### config.mk
export PLATFORM = sky130hd
export DESIGN_NAME = six_adder_scheduler_flat
export DESIGN_NICKNAME = d
export VERILOG_FILES = /design/src/rtl/six_adder_scheduler_pkg.sv /design/src/rtl/six_adder_scheduler_if.sv /design/src/rtl/six_adder_scheduler_fifo.sv /design/src/rtl/six_adder_scheduler.sv /design/src/flat_wrapper.sv
export SDC_FILE = /design/constraint.sdc
export NUM_CORES = 2
export LEC_CHECK = 0
export ABC_AREA = 1
export BUFFER_PORTS_ARGS = -buffer_cell sky130_fd_sc_hd__buf_2
export CAP_MARGIN = 20
export CORE_AREA = 2 2 574 576
export CTS_CLUSTER_DIAMETER = 80
export DETAILED_ROUTE_END_ITERATION = 16
export DIE_AREA = 0 0 576 578
export PLACE_DENSITY_LB_ADDON = 0.15
export SLEW_MARGIN = 20
export SYNTH_ARGS = -nofsm -noshare
export SYNTH_HDL_FRONTEND = slang
export SYNTH_HIERARCHICAL = 1
export SYNTH_SLANG_ARGS = --single-unit
### constraint.sdc
create_clock -name clk -period 5.8 [get_ports clk]
set_input_delay 0.29 -clock clk [delete_from_list [all_inputs] [get_ports clk]]
set_output_delay 0.29 -clock clk [all_outputs]
set_load 0.03 [all_outputs]
### src/rtl/six_adder_scheduler_pkg.sv
// Shared constants and helpers for the six-input adder scheduler.
package sched_pkg;

  localparam int ADD_LAT_DEFAULT = 3;

  function automatic int clog2(input int value);
    int r;
    r = 0;
    while ((1 << r) < value) r++;
    return r;
  endfunction

  // LSB of operand opnd (0 = A .. 5 = F) of requester req in the packed operand bus.
  function automatic int op_lsb(input int req, input int opnd, input int width);
    return (req * 6 + opnd) * width;
  endfunction

endpackage

### src/rtl/six_adder_scheduler_if.sv
// Requester, adder and result signals of the scheduler; master = environment, slave = scheduler.
interface six_adder_scheduler_if #(
  parameter int N_REQ     = 4,
  parameter int WIDTH_IN  = 45,
  parameter int WIDTH_OUT = 48,
  parameter int TAG_W     = 2
);

  logic [N_REQ-1:0]            req_valid;
  logic [N_REQ-1:0]            req_ready;
  logic [N_REQ*6*WIDTH_IN-1:0] req_data;
  logic [WIDTH_IN-1:0]         add_a, add_b, add_c, add_d, add_e, add_f;
  logic [WIDTH_OUT-1:0]        add_sum;
  logic                        res_valid;
  logic                        res_ready;
  logic [WIDTH_OUT-1:0]        res_sum;
  logic [TAG_W-1:0]            res_tag;
  logic                        busy;

  modport master (
    output req_valid, req_data, add_sum, res_ready,
    input  req_ready, add_a, add_b, add_c, add_d, add_e, add_f,
           res_valid, res_sum, res_tag, busy
  );

  modport slave (
    input  req_valid, req_data, add_sum, res_ready,
    output req_ready, add_a, add_b, add_c, add_d, add_e, add_f,
           res_valid, res_sum, res_tag, busy
  );

endinterface

### src/rtl/six_adder_scheduler_fifo.sv
// Result FIFO holding {tag, sum}; never overflows because every entry is pre-reserved by a credit.
module sched_result_fifo import sched_pkg::*; #(
  parameter int DEPTH = 8,
  parameter int WIDTH = 50
) (
  input  logic                  clk,
  input  logic                  reset,
  input  logic                  push,
  input  logic [WIDTH-1:0]      push_data,
  input  logic                  pop,
  output logic                  out_valid,
  output logic [WIDTH-1:0]      out_data,
  output logic [clog2(DEPTH):0] count
);

  localparam int AW = clog2(DEPTH);
  localparam logic [AW:0] FULL = (AW + 1)'(DEPTH);

  logic [WIDTH-1:0] mem [DEPTH];
  logic [AW-1:0]    rd_ptr, wr_ptr;
  logic             pop_eff;

  assign pop_eff   = pop && (count != '0);
  assign out_valid = (count != '0);
  assign out_data  = mem[rd_ptr];

  always_ff @(posedge clk or negedge reset) begin
    if (!reset) begin
      rd_ptr <= '0;
      wr_ptr <= '0;
      count  <= '0;
      for (int i = 0; i < DEPTH; i++) mem[i] <= '0;
    end else begin
      if (push) begin
        mem[wr_ptr] <= push_data;
        wr_ptr      <= wr_ptr + AW'(1);
      end
      if (pop_eff) rd_ptr <= rd_ptr + AW'(1);
      case ({push, pop_eff})
        2'b10:   count <= count + (AW + 1)'(1);
        2'b01:   count <= count - (AW + 1)'(1);
        default: ;
      endcase
    end
  end

  assert property (@(posedge clk) disable iff (!reset) !(push && count == FULL));

endmodule

### src/rtl/six_adder_scheduler.sv
// Round-robin scheduler sharing one pipelined six-input adder between N_REQ requesters,
// with a tag pipeline tracking each in-flight sum and a credit-protected result FIFO.
module six_adder_scheduler import sched_pkg::*; #(
  parameter int N_REQ      = 4,
  parameter int WIDTH_IN   = 45,
  parameter int WIDTH_OUT  = 48,
  parameter int ADD_LAT    = ADD_LAT_DEFAULT,
  parameter int FIFO_DEPTH = 8,
  parameter int TAG_W      = clog2(N_REQ)
) (
  input logic               clk,
  input logic               reset,
  six_adder_scheduler_if.slave bus
);

  localparam int STAGES = ADD_LAT + 1;
  localparam int CW     = clog2(FIFO_DEPTH) + 1;

  logic [WIDTH_IN-1:0]        ops [N_REQ][6];
  logic [TAG_W-1:0]           ptr, grant_idx, cand;
  logic                       grant;
  logic [N_REQ-1:0]           grant_vec;
  logic [CW-1:0]              credit;
  logic [STAGES-1:0]          stage_valid;
  logic [TAG_W-1:0]           stage_tag [STAGES];
  logic                       pop, fifo_valid;
  logic [TAG_W+WIDTH_OUT-1:0] fifo_data;
  logic [CW-1:0]              fifo_count;

  for (genvar r = 0; r < N_REQ; r++) begin : g_req
    for (genvar k = 0; k < 6; k++) begin : g_op
      assign ops[r][k] = bus.req_data[op_lsb(r, k, WIDTH_IN) +: WIDTH_IN];
    end
  end

  // Without credit there is no FIFO slot to land the sum in, so nobody is granted.
  always_comb begin
    grant     = 1'b0;
    grant_idx = '0;
    cand      = '0;
    grant_vec = '0;
    if (credit != '0) begin
      for (int i = 0; i < N_REQ; i++) begin
        cand = TAG_W'((int'(ptr) + i) % N_REQ);
        if (!grant && bus.req_valid[cand]) begin
          grant     = 1'b1;
          grant_idx = cand;
        end
      end
    end
    if (grant) grant_vec[grant_idx] = 1'b1;
  end

  assign bus.req_ready = reset ? grant_vec : '0;
  assign pop           = fifo_valid & bus.res_ready;

  always_ff @(posedge clk or negedge reset) begin
    if (!reset) begin
      ptr         <= '0;
      credit      <= CW'(FIFO_DEPTH);
      stage_valid <= '0;
      bus.add_a   <= '0;
      bus.add_b   <= '0;
      bus.add_c   <= '0;
      bus.add_d   <= '0;
      bus.add_e   <= '0;
      bus.add_f   <= '0;
      for (int s = 0; s < STAGES; s++) stage_tag[s] <= '0;
    end else begin
      if (grant) begin
        ptr       <= (grant_idx == TAG_W'(N_REQ - 1)) ? '0 : grant_idx + TAG_W'(1);
        bus.add_a <= ops[grant_idx][0];
        bus.add_b <= ops[grant_idx][1];
        bus.add_c <= ops[grant_idx][2];
        bus.add_d <= ops[grant_idx][3];
        bus.add_e <= ops[grant_idx][4];
        bus.add_f <= ops[grant_idx][5];
      end
      stage_valid  <= {stage_valid[STAGES-2:0], grant};
      stage_tag[0] <= grant_idx;
      for (int s = 1; s < STAGES; s++) stage_tag[s] <= stage_tag[s-1];
      case ({grant, pop})
        2'b10:   credit <= credit - CW'(1);
        2'b01:   credit <= credit + CW'(1);
        default: ;
      endcase
    end
  end

  // The last tag stage lines up with add_sum for that issue.
  sched_result_fifo #(
    .DEPTH (FIFO_DEPTH),
    .WIDTH (TAG_W + WIDTH_OUT)
  ) u_fifo (
    .clk       (clk),
    .reset     (reset),
    .push      (stage_valid[STAGES-1]),
    .push_data ({stage_tag[STAGES-1], bus.add_sum}),
    .pop       (pop),
    .out_valid (fifo_valid),
    .out_data  (fifo_data),
    .count     (fifo_count)
  );

  assign bus.res_valid = fifo_valid;
  assign bus.res_sum   = fifo_data[WIDTH_OUT-1:0];
  assign bus.res_tag   = fifo_data[TAG_W+WIDTH_OUT-1:WIDTH_OUT];
  assign bus.busy      = (|stage_valid) | fifo_valid;

  assert property (@(posedge clk) disable iff (!reset)
    int'(credit) + $countones(stage_valid) + int'(fifo_count) == FIFO_DEPTH);

endmodule

### src/flat_wrapper.sv
// flat-port wrapper written by rule: the top's interface ports become plain ports
module six_adder_scheduler_flat import sched_pkg::*;
#(
  parameter int N_REQ      = 4,
  parameter int WIDTH_IN   = 45,
  parameter int WIDTH_OUT  = 48,
  parameter int ADD_LAT    = ADD_LAT_DEFAULT,
  parameter int FIFO_DEPTH = 8,
  parameter int TAG_W      = clog2(N_REQ)
)
  (clk, reset, bus_req_valid, bus_req_data, bus_add_sum, bus_res_ready, bus_req_ready, bus_add_a, bus_add_b, bus_add_c, bus_add_d, bus_add_e, bus_add_f, bus_res_valid, bus_res_sum, bus_res_tag, bus_busy);
  six_adder_scheduler_if #(.N_REQ(N_REQ), .WIDTH_IN(WIDTH_IN), .WIDTH_OUT(WIDTH_OUT), .TAG_W(TAG_W)) bus_i ();
  input logic clk;
  input logic reset;
  input wire logic [$bits(bus_i.req_valid)-1:0] bus_req_valid;
  input wire logic [$bits(bus_i.req_data)-1:0] bus_req_data;
  input wire logic [$bits(bus_i.add_sum)-1:0] bus_add_sum;
  input wire logic [$bits(bus_i.res_ready)-1:0] bus_res_ready;
  output wire logic [$bits(bus_i.req_ready)-1:0] bus_req_ready;
  output wire logic [$bits(bus_i.add_a)-1:0] bus_add_a;
  output wire logic [$bits(bus_i.add_b)-1:0] bus_add_b;
  output wire logic [$bits(bus_i.add_c)-1:0] bus_add_c;
  output wire logic [$bits(bus_i.add_d)-1:0] bus_add_d;
  output wire logic [$bits(bus_i.add_e)-1:0] bus_add_e;
  output wire logic [$bits(bus_i.add_f)-1:0] bus_add_f;
  output wire logic [$bits(bus_i.res_valid)-1:0] bus_res_valid;
  output wire logic [$bits(bus_i.res_sum)-1:0] bus_res_sum;
  output wire logic [$bits(bus_i.res_tag)-1:0] bus_res_tag;
  output wire logic [$bits(bus_i.busy)-1:0] bus_busy;
  assign bus_i.req_valid = bus_req_valid;
  assign bus_i.req_data = bus_req_data;
  assign bus_i.add_sum = bus_add_sum;
  assign bus_i.res_ready = bus_res_ready;
  assign bus_req_ready = bus_i.req_ready;
  assign bus_add_a = bus_i.add_a;
  assign bus_add_b = bus_i.add_b;
  assign bus_add_c = bus_i.add_c;
  assign bus_add_d = bus_i.add_d;
  assign bus_add_e = bus_i.add_e;
  assign bus_add_f = bus_i.add_f;
  assign bus_res_valid = bus_i.res_valid;
  assign bus_res_sum = bus_i.res_sum;
  assign bus_res_tag = bus_i.res_tag;
  assign bus_busy = bus_i.busy;
  six_adder_scheduler #(.N_REQ(N_REQ), .WIDTH_IN(WIDTH_IN), .WIDTH_OUT(WIDTH_OUT), .ADD_LAT(ADD_LAT), .FIFO_DEPTH(FIFO_DEPTH), .TAG_W(TAG_W)) u_core (.clk(clk), .reset(reset), .bus(bus_i));
endmodule
* After elaboration in Yosys (flattened, before gate mapping) *
Index checks and enable logic that the tools add are counted.

storage, ports and cells
  bits in registers = 698
  input bits = 1135
  output and inout port bits = 326
  word-level logic and storage cells = 105

cells by class
  $add $sub $neg = 10
  magnitude comparators = 10
  eq/ne operators = 5
  mux-type cells = 37
  bitwise operators = 5
  reduce and logical (&&, ||, !) cells = 14

operators with widths
  operator               number
  $bmux W270 S2          1
  $mux W270              2
  $bwmux W400            1
  $bmux W50 S3           1
  $demux W50 S3          1
  $mux W50               3
  $pmux W4 S2            2
  $lt A2 B3 Y1 const B   5
  $mux W1                13
  $mux W2                6
  $add A4 B1 Y4 const B  2
  $bmux W1 S2            4
  $ge A4 B4 Y1 const B   2
  $mux W4                2
  $not A3 Y4             2
  $reduce_bool A4 Y1     2
  $sub A4 B1 Y4 const B  2
  $add A3 B1 Y3 const B  2
  $eq A2 B2 Y1 const B   3
  $logic_and A1 B1 Y1    6
  $add A2 B1 Y2 const B  2
  $add A2 B2 Y2 const B  2
  $eq A2 B1 Y1 const B   2
  $lt A4 B1 Y1 const B   1
  other kinds (9)        12

* Depth between registers and ports, before layout *
  depth in word-level cells = 22
  gate-level depth with buffers = 19
  gate-level depth less buffers = 17

* Cells and area by module *
The synthesis kept the hierarchy.

modules (own cells, without submodules)
  module               instances  cells an instance  area an instance (µm²)  sequential area each (µm²)
  six_adder_scheduler  1          4539               25735.9                 7208.2
  sched_result_fifo    1          2236               18564.1                 10259.8

* Least setup slack after synthesis *
Ideal clock, no wire load.

  kind = register to register
  from = reg u_core.ptr[0]
  to = reg u_core.credit[3]
  library setup time = 0.075 ns
  data arrival time = 2.711 ns
  required time = 5.725 ns
  slack = 3.014 ns
  cell stages (with the launch flop) = 19
  buffers on the path = 3
  clock period less this slack = 2.786 ns
  cells stage by stage = dfrtp_1 -> buf_4 -> nand2_1 -> nand2_2 -> nand2_1 -> nand2_1 -> nor2_4 -> nand3_1 -> nand2_1 -> buf_2 -> clkbuf_1 -> ha_1 -> inv_1 -> ha_1 -> a21o_1 -> a21oi_1 -> nor2_1 -> nor2_1 -> xor2_1

between the ends
  cells in the longest elaborated chain, start to end = 18
  elaborated cells on any way between the ends = 29
  classes of those cells = add/sub (3); eq/ne (2); mux (17); reduce/logical (7)

ends and longest elaborated chain
  element                                                   line                       RTL
  start, declared                                           six_adder_scheduler.sv:20  logic [TAG_W-1:0] ptr, grant_idx, cand;
  start signal, assigned                                    six_adder_scheduler.sv:71  ptr <= (grant_idx == TAG_W'(N_REQ - 1)) ? '0 : grant_idx + TAG_W'(1);
  $bmux W1 S2                                               six_adder_scheduler.sv:45  if (!grant && bus.req_valid[cand]) begin
  $mux W1 (implied by the code)                             six_adder_scheduler.sv:45
  $mux W1                                                   six_adder_scheduler.sv:45
  $mux W1                                                   six_adder_scheduler.sv:42  if (credit != '0) begin
  $logic_not A1 Y1                                          six_adder_scheduler.sv:45
  $logic_and A1 B1 Y1                                       six_adder_scheduler.sv:45
  $mux W1                                                   six_adder_scheduler.sv:45
  $mux W1                                                   six_adder_scheduler.sv:42
  (+2 left out)                                             n/a
  $mux W1                                                   six_adder_scheduler.sv:45
  $mux W1                                                   six_adder_scheduler.sv:42
  $logic_not A1 Y1                                          six_adder_scheduler.sv:45
  $logic_and A1 B1 Y1                                       six_adder_scheduler.sv:45
  $mux W1 *                                                 six_adder_scheduler.sv:45
  $mux W1 *                                                 six_adder_scheduler.sv:42
  $eq A2 B1 Y1 / $eq A2 B2 Y1 (equally long branches)       six_adder_scheduler.sv:82  case ({grant, pop})
  $pmux W4 S2 / $reduce_bool A2 Y1 (equally long branches)  n/a
  end signal, assigned                                      six_adder_scheduler.sv:60  credit <= CW'(FIFO_DEPTH);
  end signal, assigned                                      six_adder_scheduler.sv:83  2'b10: credit <= credit - CW'(1);
  end signal, assigned                                      six_adder_scheduler.sv:84  2'b01: credit <= credit + CW'(1);
  end, declared                                             six_adder_scheduler.sv:23  logic [CW-1:0] credit;

Every way passes the cells marked *; elsewhere a longest branch is shown, timed or not. The select of a mux whose other input is x is not followed.
A chain may end at the register's enable or synchronous reset.

* Final worst setup path *
  from = reg u_core.ptr[0]
  to = reg u_core.bus.add_f[1]

between the ends
  cells in the longest elaborated chain, start to end = 20
  elaborated cells on any way between the ends = 34
  classes of those cells = add/sub (3); mux (24); bitwise (1); reduce/logical (6)

ends and longest elaborated chain
  element                           line                          RTL
  $bmux W1 S2                       six_adder_scheduler.sv:45
  $mux W1 (implied by the code)     six_adder_scheduler.sv:45
  $mux W1                           six_adder_scheduler.sv:45
  $mux W1                           six_adder_scheduler.sv:42
  $logic_not A1 Y1                  six_adder_scheduler.sv:45
  $logic_and A1 B1 Y1               six_adder_scheduler.sv:45
  $mux W1                           six_adder_scheduler.sv:45
  $mux W1                           six_adder_scheduler.sv:42
  (+3 left out)                     n/a
  $mux W1                           six_adder_scheduler.sv:42
  $logic_not A1 Y1                  six_adder_scheduler.sv:45
  $logic_and A1 B1 Y1               six_adder_scheduler.sv:45
  $mux W2                           six_adder_scheduler.sv:45
  $mux W2                           six_adder_scheduler.sv:42
  $not A2 Y3 (implied by the code)  six_adder_scheduler.sv:77     bus.add_f <= ops[grant_idx][5];
  $bmux W270 S2                     six_adder_scheduler.sv:77
  $mux W270 (2 in a row)            n/a
  end signal, assigned              six_adder_scheduler.sv:77
  end, declared                     six_adder_scheduler_if.sv:28  output req_ready, add_a, add_b, add_c, add_d, add_e, add_f,

Several ways; a longest one is shown, not always the timed one. The select of a mux whose other input is x is not followed.

==> flow_summary.yaml <==
run_status:
  outcome: "complete, no violations"
route:
  top_layer: "met5"
  wl_met2_mm: 145
  ant_nets: 0
  routed-wl-met3_mm: 33.5
  finalWirelength_mm: 341
  drt-met1-wl_mm: 148
  viasPerCell: 4.10
  drc: 0
  drtIter0Drc: 3995
  dr.pass1.iters: 6
  num_vias: 54700
  wl_per_cell_um: 25.6
sta:
  worst_pin_slew_ns: 1.24
  tns_ns: 0
  fin_crit_sh: 0.855
  final-max-slew-violation-count: 0
  slew_headroom: 0.175
  finalSetupViolCount: 0
  fin_ws_ns: 0.842
  post-route-min-period_ns: 4.96
  fmax_ghz: 0.202
  skew_ns: 0.0693
  grt_setup_unrepaired: "no"
  hold_viol_final: 0
  hold_slack_ns: 0.0725
placement:
  portBuffers: 1460
  dp_cells: 12100
  place_congestion: 0.965
  hpwl_mm: 257
  pre_cts_ws_ns: 1.86
floorplan:
  initial_core_util: 0.136
  io_pins: 1461
  coreArea_um2: 326000
  die_w_um: 576
  dieArea_um2: 333000
  die_y_um: 578
  rows: 210
worst_setup_path:
  crit_path_end_kind: "flip-flop"
  critPathRequiredTime_ns: 6.49
  crit_slowest_cell: "dfrtp_1"
  rrSetupSlack_ns: 0.84
  cpPeakStageDelay_ns: 0.69
  crit_fanout: 66
  crit_arrival_ns: 5.64
  crit_type: "reg2reg"
  critPathMostFrequentCell: "nand2_1"
  path_cells: "inv_2, nand2_1, nand2_2, nand2_1, nand2_1, a21oi_1, nand2_8, nand3_4, buf_12, buf_4, nand2_1, nand3_1, dlygate4sd3_1, nand2_1, dlygate4sd3_1, nand2_1, nand2_1"
  start_kind: "flip-flop"
layout:
  drive_above_1_share: 0.201
  syn_to_final_growth_pct: 52.4
  n_fill_cell: 37900
  nNetsFinal: 9852
  stdcell_count: 13300
pwr:
  p_switching_uw: 29400
  power_frac_clock: 0.119
  switching_share: 0.527
  p_seq_frac: 0.165
  leakagePower_uw: 0.0359
  p_per_area_nw_per_um2: 825
  power_frac_comb: 0.716
  ir_drop_v: 0.000751
  p_int_uw: 26300
cts:
  clock-root-buffer: "clkbuf_16"
  clk_pin_slew_ns: 0.06
  cts_resized: 0
  cts_tree: "yes"
  htree_levels: 3
  clkLatencyLatePin_ns: 0.85
  cts_made_buffers: 108
  clk_path_buf_depth: 4
  cts.sinks: 698
global_route:
  grt_max_degree: 171
  track_usage: 0.198
  grt_pass1_wl_mm: 459
  grt_pass1_vias: 54300
  grt_overflow: 0
  antenna_found_initial: 273
yosys:
  yosysWarnings: 6
  synthDistinctLibCells: 34
  ys.flop_type: "dfrtp_1"
  syn_nets: 7923
  synth_area_um2: 44300
  ys_ff_latch: 698
  synthCells: 6775
  synth_area_per_cell_um2: 6.54
  seq_area_frac_synth: 0.394
  synth_edf_count: 0
  synthArstFlopShare: 1.00
run:
  timing.max_cap.violations: 0
min_path:
  min_path_type: "in2reg"
-- routing by layer --
metal,global-route usage,vias to the layer above
li1,-,25300
met3,0.0678,584
met4,0.0799,108
met5,0,-
met2,0.294,2072
met1,0.259,26600
-- critical path, delay by kind of cell (launching register included) --
family                 cells  cell delay [ns]
flip-flops                 1             0.69
buffers and inverters      5             1.97
AND/OR/NAND/NOR           11             1.64
AO/OA/AOI/OAI              1             0.35
-- cell usage after synthesis (4+ instances only) --
cell type	count	share of area
buf_6	46	0.012
nor2_1	365	0.031
a21oi_2	50	0.0099
buf_12	5	0.0023
ha_1	12	0.0034
o21ai_1	46	0.0052
buf_1	22	0.0019
xor2_1	6	0.0012
clkbuf_1	309	0.026
nand2_1	2183	0.18
inv_1	1156	0.098
o21ai_0	612	0.069
buf_4	7	0.0012
xnor2_1	4	0.00079
nand2_2	8	0.0011
buf_2	125	0.014
inv_2	5	0.00042
nand4_1	541	0.076
dfrtp_1	697	0.39
nand3_1	552	0.062
-- cell families (layout without fill, tap and decap cells) --
| family | Yosys count | count (layout) | share of synthesized area |
|---|---|---|---|
| fa+ha+maj | 13 | 13 | 0.00384 |
| flops | 698 | 698 | 0.394 |
| buf+inv | 1680 | 3692 | 0.157 |
| xor+xnor | 10 | 10 | 0.00198 |
| compound gates | 713 | 713 | 0.0849 |
| other cells | 0 | 201 | 0 |
| simple gates | 3661 | 3661 | 0.358 |
-- area by class of cell --
class	count	area, um2	area share
Antenna cell	201	503	0.00745
Clock buffer	166	3110	0.0461
Clock inverter	27	314	0.00465
Inverter	1164	4380	0.0648
Multi-Input combinational cell	4397	20000	0.296
Sequential cell	698	17500	0.259
Tap cell	4346	5440	0.0805
Timing Repair Buffer	2335	16300	0.242
-- sequential cells by signal, indices dropped and copies added (netlist names) --
register / cells
u_core/u_fifo/rd_ptr: 3
u_core/u_fifo/mem: 400
u_core/bus.add_a: 45
u_core/u_fifo/count: 4
u_core/bus.add_d: 45
u_core/ptr: 2
u_core/stage_tag: 8
u_core/bus.add_c: 45
u_core/bus.add_f: 45
u_core/stage_valid: 4
u_core/bus.add_e: 45
u_core/credit: 4
u_core/u_fifo/wr_ptr: 3
u_core/bus.add_b: 45
-- repair_timing --
item | 4_1_cts | 5_1_grt
hold buffers | 801 | 0
endpoints found under the hold margin | 814 | 0
buffers inserted | 0 | 0
endpoints found under the setup margin | 0 | 0
-- per-stage QoR --
step | utilization | power (uW) | instance area [um2]
after floorplan | - | 29800 | 44300
after global placement | 0.170 | 41800 | 55500
after detailed placement | 0.170 | 41900 | 55600
after CTS | 0.205 | 56100 | 67000
after global routing | 0.206 | 60200 | 67200
final | 0.207 | 55700 | 67500
-- power by group through the flow --
stage | combinational (uW) | sequential [uW] | clock (uW)
CTS | 40000 | 9260 | 6890
finish | 39900 | 9210 | 6630
global route | 43600 | 9530 | 7070
detailed placement | 32600 | 9280 | 0
floorplan | 19100 | 10700 | 0
global placement | 32500 | 9270 | 0
-- cell usage in the layout, fill, tap and decap left out, types with 9 or more instances in the layout --
cell type	n
a21oi_2	50
buf_12	36
buf_2	1459
buf_4	38
clkbuf_1	40
clkbuf_16	109
clkbuf_8	17
clkinv_2	9
dfrtp_1	694
diode_2	201
dlygate4sd3_1	801
ha_1	12
inv_1	1156
nand2_1	2181
nand3_1	551
nand4_1	541
nor2_1	365
o21ai_0	612
o21ai_1	46
-- worst paths after layout --
check | startpoint | end | cells past startpoint
worst max-delay path | u_core/ptr[0]$_DFFE_PN0N_ | u_core/bus.add_f[1]$_DFFE_PN0N_ | 17
min in group asynchronous | reset | u_core/u_fifo/mem[51]$_DFFE_PN0P_ | 3
worst max register to register | u_core/ptr[0]$_DFFE_PN0N_ | u_core/bus.add_f[1]$_DFFE_PN0N_ | 17
worst min-delay path | bus_req_data[924] | u_core/bus.add_c[24]$_DFFE_PN0N_ | 7
worst min register to register | u_core/stage_tag[6]$_DFF_PN0_ | u_core/stage_tag[4]$_DFF_PN0_ | 0
max in group asynchronous | reset | u_core/bus.add_e[5]$_DFFE_PN0N_ | 5
No activity file was read; power rests on OpenSTA's default activity.
